==> src/rtl/uart_pkg.sv <==
// Shared types and helpers for the UART receive path.
package uart_pkg;

    localparam int UART_DATA_BITS = 8;

    typedef enum logic [2:0] {
        IDLE      = 3'd0,
        START     = 3'd1,
        DATA      = 3'd2,
        PARITY    = 3'd3,
        STOP      = 3'd4,
        WAIT_HIGH = 3'd5
    } uart_state_e;

    // Even-parity bit for a data byte: the bit that makes the total count of ones even.
    function automatic logic even_parity(input logic [UART_DATA_BITS-1:0] data);
        return ^data;
    endfunction

endpackage

==> src/rtl/sync_2ff.sv <==
// Generic two-flop synchronizer for asynchronous inputs; RESET_VAL sets the reset level.
module sync_2ff #(
    parameter int                WIDTH     = 1,
    parameter logic [WIDTH-1:0]  RESET_VAL = '1
) (
    input  logic             clk,
    input  logic             rst,
    input  logic [WIDTH-1:0] d,
    output logic [WIDTH-1:0] q
);

    logic [WIDTH-1:0] meta_q, meta_d;
    logic [WIDTH-1:0] sync_q, sync_d;

    // Next values: the first stage captures the raw input, the second stage follows the first.
    always_comb begin
        meta_d = d;
        sync_d = meta_q;
    end

    // Synchronizer register chain.
    always_ff @(posedge clk or posedge rst) begin
        if (rst) begin
            meta_q <= RESET_VAL;
            sync_q <= RESET_VAL;
        end else begin
            meta_q <= meta_d;
            sync_q <= sync_d;
        end
    end

    assign q = sync_q;

endmodule

==> src/rtl/uart_rx.sv <==
// UART receiver: 2-flop input sync, half/full-bit down-counter timer, deframing FSM,
// one-entry valid/ready holding register with framing/overrun flags.
// Optional macro UART_RX_PARITY_EN: adds an even-parity bit (8E1) and the parity_err pulse.
//
// state     | meaning
// ----------+-------------------------------------------------------------
// IDLE      | line idle, waiting for rx_s low
// START     | half-bit wait, recheck start bit (high = false start)
// DATA      | sample 8 data bits, LSB first
// PARITY    | sample parity bit, remember mismatch (UART_RX_PARITY_EN only)
// STOP      | sample stop bit; load/overrun on high, frame_err on low
// WAIT_HIGH | after framing error, wait for the line to return high
module uart_rx
    import uart_pkg::*;
#(
    parameter  int CLKS_PER_BIT = 434,
    localparam int CNT_W        = $clog2(CLKS_PER_BIT)
) (
    input  logic                      clk,
    input  logic                      rst,
    input  logic                      rx,
    output logic [UART_DATA_BITS-1:0] rx_data,
    output logic                      rx_valid,
    input  logic                      rx_ready,
    output logic                      frame_err,
    output logic                      overrun,
    output logic                      parity_err,
    output logic                      busy,
    output logic                      interrupt
);

    localparam logic [CNT_W-1:0] HALF_LOAD = CNT_W'(CLKS_PER_BIT / 2 - 1);
    localparam logic [CNT_W-1:0] FULL_LOAD = CNT_W'(CLKS_PER_BIT - 1);

    logic rx_s;

    uart_state_e               state_q, state_d;
    logic [CNT_W-1:0]          cnt_q, cnt_d;
    logic [2:0]                bit_idx_q, bit_idx_d;
    logic [UART_DATA_BITS-1:0] shift_q, shift_d;
    logic [UART_DATA_BITS-1:0] data_q, data_d;
    logic                      valid_q, valid_d;
    logic                      frame_err_q, frame_err_d;
    logic                      overrun_q, overrun_d;
    logic                      strobe;
    logic                      pop;
`ifdef UART_RX_PARITY_EN
    logic                      par_bad_q, par_bad_d;
    logic                      parity_err_q, parity_err_d;
`endif

    sync_2ff #(
        .WIDTH     (1),
        .RESET_VAL (1'b1)
    ) u_sync (
        .clk (clk),
        .rst (rst),
        .d   (rx),
        .q   (rx_s)
    );

    // Next-state, bit timer, shift register and holding-register handshake.
    always_comb begin
        state_d     = state_q;
        cnt_d       = cnt_q;
        bit_idx_d   = bit_idx_q;
        shift_d     = shift_q;
        data_d      = data_q;
        valid_d     = valid_q;
        frame_err_d = 1'b0;
        overrun_d   = 1'b0;
`ifdef UART_RX_PARITY_EN
        par_bad_d    = par_bad_q;
        parity_err_d = 1'b0;
`endif

        strobe = (cnt_q == '0);
        pop    = valid_q & rx_ready;

        if (pop) begin
            valid_d = 1'b0;
        end

        // Timer only runs while a frame is being sampled.
        if (state_q != IDLE && state_q != WAIT_HIGH) begin
            cnt_d = strobe ? FULL_LOAD : cnt_q - CNT_W'(1);
        end

        case (state_q)
            IDLE: begin
                if (!rx_s) begin
                    cnt_d   = HALF_LOAD;
                    state_d = START;
                end
            end
            START: begin
                if (strobe) begin
                    if (rx_s) begin
                        state_d = IDLE;
                    end else begin
                        state_d   = DATA;
                        bit_idx_d = 3'd0;
                    end
                end
            end
            DATA: begin
                if (strobe) begin
                    shift_d   = {rx_s, shift_q[UART_DATA_BITS-1:1]};
                    bit_idx_d = bit_idx_q + 3'd1;
                    if (bit_idx_q == 3'd7) begin
`ifdef UART_RX_PARITY_EN
                        state_d = PARITY;
`else
                        state_d = STOP;
`endif
                    end
                end
            end
`ifdef UART_RX_PARITY_EN
            PARITY: begin
                if (strobe) begin
                    par_bad_d = (rx_s != even_parity(shift_q));
                    state_d   = STOP;
                end
            end
`endif
            STOP: begin
                if (strobe) begin
                    if (rx_s) begin
                        state_d = IDLE;
                        // A pop in this same cycle frees the register for the new byte.
                        if (!valid_q || pop) begin
                            data_d  = shift_q;
                            valid_d = 1'b1;
                        end else begin
                            overrun_d = 1'b1;
                        end
`ifdef UART_RX_PARITY_EN
                        parity_err_d = par_bad_q;
`endif
                    end else begin
                        frame_err_d = 1'b1;
                        state_d     = WAIT_HIGH;
                    end
                end
            end
            WAIT_HIGH: begin
                if (rx_s) begin
                    state_d = IDLE;
                end
            end
            default: begin
                state_d = IDLE;
            end
        endcase
    end

    // State, timer, data path and registered output pulses.
    always_ff @(posedge clk or posedge rst) begin
        if (rst) begin
            state_q     <= IDLE;
            cnt_q       <= '0;
            bit_idx_q   <= 3'd0;
            shift_q     <= '0;
            data_q      <= '0;
            valid_q     <= 1'b0;
            frame_err_q <= 1'b0;
            overrun_q   <= 1'b0;
`ifdef UART_RX_PARITY_EN
            par_bad_q    <= 1'b0;
            parity_err_q <= 1'b0;
`endif
        end else begin
            state_q     <= state_d;
            cnt_q       <= cnt_d;
            bit_idx_q   <= bit_idx_d;
            shift_q     <= shift_d;
            data_q      <= data_d;
            valid_q     <= valid_d;
            frame_err_q <= frame_err_d;
            overrun_q   <= overrun_d;
`ifdef UART_RX_PARITY_EN
            par_bad_q    <= par_bad_d;
            parity_err_q <= parity_err_d;
`endif
        end
    end

    assign rx_data   = data_q;
    assign rx_valid  = valid_q;
    assign frame_err = frame_err_q;
    assign overrun   = overrun_q;
    assign busy      = (state_q != IDLE);
    assign interrupt = valid_q;
`ifdef UART_RX_PARITY_EN
    assign parity_err = parity_err_q;
`else
    assign parity_err = 1'b0;
`endif

endmodule

==> config.mk <==
export PLATFORM = sky130hd
export DESIGN_NAME = uart_rx
export DESIGN_NICKNAME = d
export VERILOG_FILES = /design/src/rtl/uart_pkg.sv /design/src/rtl/sync_2ff.sv /design/src/rtl/uart_rx.sv
export SDC_FILE = /design/constraint.sdc
export NUM_CORES = 1
export LEC_CHECK = 0
export ABC_CLOCK_PERIOD_IN_PS = 2000
export CORE_ASPECT_RATIO = 1.75
export CORE_MARGIN = 3
export CORE_UTILIZATION = 50
export CTS_CLUSTER_DIAMETER = 40
export DETAILED_ROUTE_END_ITERATION = 10
export PLACE_DENSITY = 0.78
export SLEW_MARGIN = 10
export SYNTH_ARGS = -nofsm -noshare
export SYNTH_HDL_FRONTEND = slang
export SYNTH_SLANG_ARGS = --single-unit
==> constraint.sdc <==
create_clock -name clk -period 2 [get_ports clk]
set_input_delay 0.2 -clock clk [delete_from_list [all_inputs] [get_ports clk]]
set_output_delay 0.2 -clock clk [all_outputs]
set_load 0.1 [all_outputs]
==> impl_metrics.env, run 1 <==
export IMPL_start_kind="register"
export IMPL_clkPwrFrac_pct=41.8
export IMPL_crit_type="reg -> reg"
export IMPL_root_buffer="clkbuf_8"
export IMPL_clkLatencyLatePin_ps=280
export IMPL_die_y_um=83.5
export IMPL_final_core_util_pct=62.0
export IMPL_syn_nets=153
export IMPL_grt_pass1_wl_mm=5.59
export IMPL_die_w_um=50.3
export IMPL_drt_iter0_drc=32
export IMPL_cts_tree="done"
export IMPL_ys_ff_latch=36
export IMPL_syn2layout_area_growth_pct=16.1
export IMPL_met1_usage_pct=17.6
export IMPL_ys_seq_area_share_pct=52.7
export IMPL_die_area_um2=4190
export IMPL_ir_drop_mv=0.529
export IMPL_rows=27
export IMPL_p_leak_nw=0.950
export IMPL_antenna_found_initial=0
export IMPL_cts_buffers_inserted=5
export IMPL_avgSynthCellArea_um2=11.7
export IMPL_synth_top_cell_by_area="dfrtp_1"
export IMPL_drive_gt1_share_pct=31.1
export IMPL_track_usage_pct=17.1
export IMPL_ys_warn_count=0
export IMPL_n_antenna_cell=0
export IMPL_synth_edf_count=0
export IMPL_io_pins=18
export IMPL_hpwl_mm=2.31
export IMPL_layout_nets=173
export IMPL_outcome="finished clean"
export IMPL_p_int_mw=1.05
export IMPL_wl_per_cell_um=15.0
export IMPL_setup_violations=0
export IMPL_power_frac_seq_pct=55.9
export IMPL_rsz0062_at_grt="no"
export IMPL_synth_cell_types=43
export IMPL_io_buffers=16
export IMPL_top_usage_layer="met2"
export IMPL_synth_area_leaders="dfrtp_1, mux2_2, dfstp_2"
export IMPL_final_common_cell="dfrtp_1"
export IMPL_endpoint_kind="register"
export IMPL_required_ps=2160
export IMPL_cpMaxStageDelayCell="dfrtp_1"
export IMPL_skew_ps=8.45
export IMPL_async_flop_share_pct=100
export IMPL_grt_max_degree=37
export IMPL_hold_viol=0
export IMPL_gr_usage_met2_pct=30.0
export IMPL_drc=0
export IMPL_crit_fanout=13
export IMPL_totalWireLength_mm=3.15
export IMPL_overflow=0
export IMPL_fin_crit_ps=1880
export IMPL_initial_utilization_pct=53.4
export IMPL_dr_pass1_iters=4
export IMPL_cp_arrival_ps=2040
export IMPL_period_share_pct=94.0
export IMPL_setup_tns_ps=0
export IMPL_clockBufferDepth=2
export IMPL_vias_per_cell=5.71
export IMPL_cts_max_level=2
export IMPL_vias=1199
export IMPL_min_path_type="in -> async"
export IMPL_fmax_mhz=532
export IMPL_hold_buffers=0
export IMPL_synth_top_area_share_pct=49.6
export IMPL_path_cells="inv_1, ha_1, nor4b_4, and4_1, buf_6, mux2_2"
export IMPL_maxCapViolCount=0
export IMPL_combPwrFrac_pct=2.4
export IMPL_power_switching_uw=263
export IMPL_swShare_pct=20.0
export IMPL_synth_cells=146
export IMPL_power_density_nw_per_um2=661
export IMPL_grt_pass1_vias=1279
export IMPL_clk_pin_slew_ps=70
export IMPL_core_um2=3210
export IMPL_syn_area_um2=1710
export IMPL_final_cell_mix="dfrtp_1, buf_4, mux2_2"
export IMPL_drv_slew=0
export IMPL_place_congestion=0.834
export IMPL_met3_usage_pct=3.58
export IMPL_yosys_most_used_dff="dfrtp_1"
export IMPL_drtAntennaViolNets=0
export IMPL_max_stage_delay_ps=400
export IMPL_clock_sinks=36
==> worst max-delay path, delay by kind of cell (launching register included) <==
| family | cells | cell delay (ps) |
|---|---|---|
| adder cells (fa/ha/maj) | 1 | 210 |
| buffers and inverters | 2 | 290 |
| flip-flops | 1 | 400 |
| AND/OR/NAND/NOR | 2 | 500 |
| multiplexers | 1 | 350 |
==> worst paths after layout <==
| path | startpoint | to | slack (ps) | cells after the start |
|---|---|---|---|---|
| hold reg to reg | u_sync.meta_q | u_sync.q | 350 | 0 |
| max in group asynchronous | rst | u_sync.meta_q | 1340 | 3 |
| setup reg to reg | cnt_q[0] | shift_q[6] | 120 | 6 |
| setup / recovery | cnt_q[0] | shift_q[6] | 120 | 6 |
| min in group clk | rx | u_sync.meta_q | 340 | 1 |
| hold / removal | rst | bit_idx_q[2] | 320 | 3 |
==> registers in the layout, summed over array words and instances (netlist names) <==
register       cells
cnt_q              9
interrupt          1
u_sync.meta_q      1
u_sync.q           1
frame_err          1
bit_idx_q          3
overrun            1
rx_data            8
shift_q            8
state_q            3
==> routing by layer <==
layer	vias to the layer above	share of wire (%)
li1	553	-
met1	599	36
met2	33	57
met3	14	3.2
met4	0	3.6
met5	-	0
==> cell type report <==
| type | instances | area (um2) |
|---|---|---|
| Multi-Input combinational cell | 94 | 718 |
| Clock buffer | 8 | 100 |
| Sequential cell | 36 | 903 |
| Timing Repair Buffer | 22 | 189 |
| Tap cell | 43 | 53.8 |
| Fill cell | 248 | 1220 |
| Inverter | 7 | 26.3 |
==> cells in the mapped netlist (2+ instances only) <==
cell type and n:
dfstp_2 2, xor2_1 2, or3_1 4, inv_1 7, mux2i_1 2, ha_1 3, o21a_1 2, a31oi_1 2
nor2_1 8, buf_4 6, a21oi_1 7, nand3_1 5, nand2_1 10, mux2_2 15, o21ai_0 6, nor3b_1 3
dfrtp_1 34, nor3_1 3
==> power by group through the flow <==
stage | combinational [mW] | clock, mW | sequential, mW
3_3_place_gp | 0.0314 | 0 | 0.749
3_5_place_dp | 0.0321 | 0 | 0.749
6_report | 0.0311 | 0.550 | 0.735
5_1_grt | 0.0346 | 0.586 | 0.735
4_1_cts | 0.0321 | 0.564 | 0.735
2_1_floorplan | 0.0261 | 0 | 0.746
==> cell families (layout without fill, tap and decap cells) <==
group	after synthesis	count (layout)	synth area share, %
simple gates	45	45	16.8
flops	36	36	52.7
compound gates	25	25	9.27
mux	18	18	11.9
buf+inv	16	37	5.91
fa+ha+maj	3	3	2.19
xor+xnor	2	2	1.02
other cells	1	1	0.219
==> what timing repair did <==
action	CTS	global route
endpoints found under the setup margin	0	8
gates resized for setup	0	2
hold endpoints to repair	0	0
setup buffers	0	0
==> through the flow <==
stage	std cells	worst slack [ps]	total power, mW	area [um2]	hold WS (ps)
global route	210	10.5	1.36	1990	336
global placement	202	177	0.780	1880	347
finish	210	120	1.32	1990	319
detailed placement	202	112	0.781	1880	347
CTS	210	64.6	1.33	1980	321
floorplan	146	32.3	0.772	1710	204
Note: power is estimated with default switching activity, not from simulation.
==> inputs of run 2 (changes only) <==
--- a/config.mk
+++ b/config.mk
@@ -11,6 +11,7 @@
 export CORE_UTILIZATION = 50
 export CTS_CLUSTER_DIAMETER = 40
 export DETAILED_ROUTE_END_ITERATION = 10
+export GPL_TIMING_DRIVEN = 0
 export PLACE_DENSITY = 0.78
 export SLEW_MARGIN = 10
 export SYNTH_ARGS = -nofsm -noshare
==> run 2 against run 1 <==
Via count is the same; sequential power is essentially flat; clock power shrank 3.8%; global-route usage grew 0.45 points.
==> impl_metrics.env, run 2 (synthesized netlist as in run 1, its figures left out) <==
export IMPL_outcome="finished clean"
export IMPL_clk_pin_slew_ps=70
export IMPL_final_core_util_pct=65.0
export IMPL_hpwl_mm=2.43
export IMPL_syn2layout_area_growth_pct=21.6
export IMPL_max_stage_delay_ps=420
export IMPL_dr_pass1_iters=4
export IMPL_final_area_um2=2080
export IMPL_clkLatencyLatePin_ps=290
export IMPL_cts_buffers_inserted=5
export IMPL_drive_gt1_share_pct=28.9
export IMPL_vias_per_cell=5.55
export IMPL_die_y_um=83.5
export IMPL_maxCapViolCount=0
export IMPL_min_path_type="in -> reg"
export IMPL_grt_pass1_vias=1265
export IMPL_placed_area_um2=1930
export IMPL_top_register="cnt_q"
export IMPL_fin_crit_ps=1940
export IMPL_grt_pass1_wl_mm=5.66
export IMPL_max_slew_margin_rel_pct=35.0
export IMPL_top_layer="met4"
export IMPL_start_kind="register"
export IMPL_largest_reg_flops=9
export IMPL_wl_met2_mm=1.98
export IMPL_period_share_pct=96.9
export IMPL_cp_arrival_ps=2110
export IMPL_power_density_nw_per_um2=622
export IMPL_drc=0
export IMPL_die_w_um=50.3
export IMPL_hold_viol=0
export IMPL_io_buffers=16
export IMPL_cts_tree="done"
export IMPL_antenna_found_initial=0
export IMPL_final_cell_mix="dfrtp_1, mux2_2, nand2_1"
export IMPL_drtAntennaViolNets=0
export IMPL_wl_met3_um=100
export IMPL_dpl_worst_slack_ps=-98.7
export IMPL_cpMaxStageDelayCell="dfrtp_2"
export IMPL_crit_fanout=10
export IMPL_power_mw=1.30
export IMPL_overflow=0
export IMPL_grt_max_degree=37
export IMPL_root_buffer="clkbuf_8"
export IMPL_reg2reg_depth=7
export IMPL_cts_max_level=2
export IMPL_hold_buffers=0
export IMPL_vias=1199
export IMPL_crit_type="reg -> reg"
export IMPL_track_usage_pct=17.6
export IMPL_ir_drop_mv=0.530
export IMPL_n_antenna_cell=0
export IMPL_tightest_slew_ps=973
export IMPL_core_um2=3210
export IMPL_holdPathStages=1
export IMPL_path_cells="inv_1, ha_4, nor3b_4, and3_1, buf_6, nand4_4, mux2_4"
export IMPL_drv_slew=0
export IMPL_clockBufferDepth=2
export IMPL_endpoint_kind="register"
export IMPL_place_congestion=0.855
export IMPL_setup_violations=0
export IMPL_initial_utilization_pct=53.4
export IMPL_wl_met1_mm=1.33
export IMPL_p_leak_nw=1.11
export IMPL_clock_sinks=36
export IMPL_fmax_mhz=516
export IMPL_io_pins=18
export IMPL_skew_ps=6.56
export IMPL_required_ps=2170
export IMPL_drt_iter0_drc=42
export IMPL_rows=27
export IMPL_totalWireLength_mm=3.47
export IMPL_final_common_cell="dfrtp_1"
export IMPL_holdWs_ps=329
export IMPL_die_area_um2=4190
export IMPL_timing_final_ws_setup_ps=61.4
export IMPL_wl_per_cell_um=16.1
export IMPL_layout_nets=179
run 2: cell types whose count changed in the layout (fill, tap and decap cells not counted), moves of 2 or more:
cell | previous run | this run
buf_4 | 17 | 9
dlymetal6s2s_1 | 0 | 8
clkdlybuf4s50_1 | 3 | 5
clkinv_2 | 0 | 2
dlygate4sd2_1 | 0 | 2
inv_1 | 7 | 5
inv_2 | 0 | 2
run 2: final timing paths:
check	start	to	slack [ps]
setup / recovery	cnt_q[1]	rx_data[4]	60
hold / removal	rx	u_sync.meta_q	330
setup reg to reg	cnt_q[1]	rx_data[4]	60
hold reg to reg	u_sync.meta_q	u_sync.q	360
max in group asynchronous	rst	cnt_q[1]	1140
min in group asynchronous	rst	interrupt	350
run 2: final cells by class:
| type | count | area [um2] |
|---|---|---|
| fill | 253 | 1120 |
| sequential | 36 | 905 |
| multi-input combinational | 94 | 737 |
| timing repair buffer | 19 | 195 |
| clock buffer | 6 | 82.6 |
| buffer | 9 | 75.1 |
| tap | 43 | 53.8 |
| inverter | 7 | 26.3 |
| clock inverter | 2 | 10.0 |
run 2: report_power, final:
group	switching, mW	total [mW]	internal (mW)	leakage (nW)
sequential	0.000476	0.732	0.731	0.476
clock	0.254	0.529	0.275	0.0510
combinational	0.0271	0.0362	0.00913	0.579
run 2: what timing repair did:
item,4_1_cts,5_1_grt
buffers inserted,1,2
endpoints found under the setup margin,16,22
resized for setup,6,13
pin swaps,1,2
hold endpoints to repair,0,0
run 2: critical path: cells and delay by family, from the launching register on:
family / cells / cell delay, ps
AND/OR/NAND/NOR: 3 / 640
flip-flops: 1 / 420
adder cells (fa/ha/maj): 1 / 160
buffers and inverters: 2 / 260
multiplexers: 1 / 340
run 2: metrics by stage:
step | setup TNS (ps) | cells
after floorplan | 0 | 146
after global placement | -206 | 205
after detailed placement | -716 | 205
after CTS | -34.8 | 214
after global routing | -38.7 | 216
final | 0 | 216
run 2: routing by layer:
layer / global-route usage (%) / up-vias
li1: - / 563
met1: 18.3 / 607
met2: 32.3 / 23
met3: 3.76 / 6
met4: 7.56 / 0
met5: 0 / -
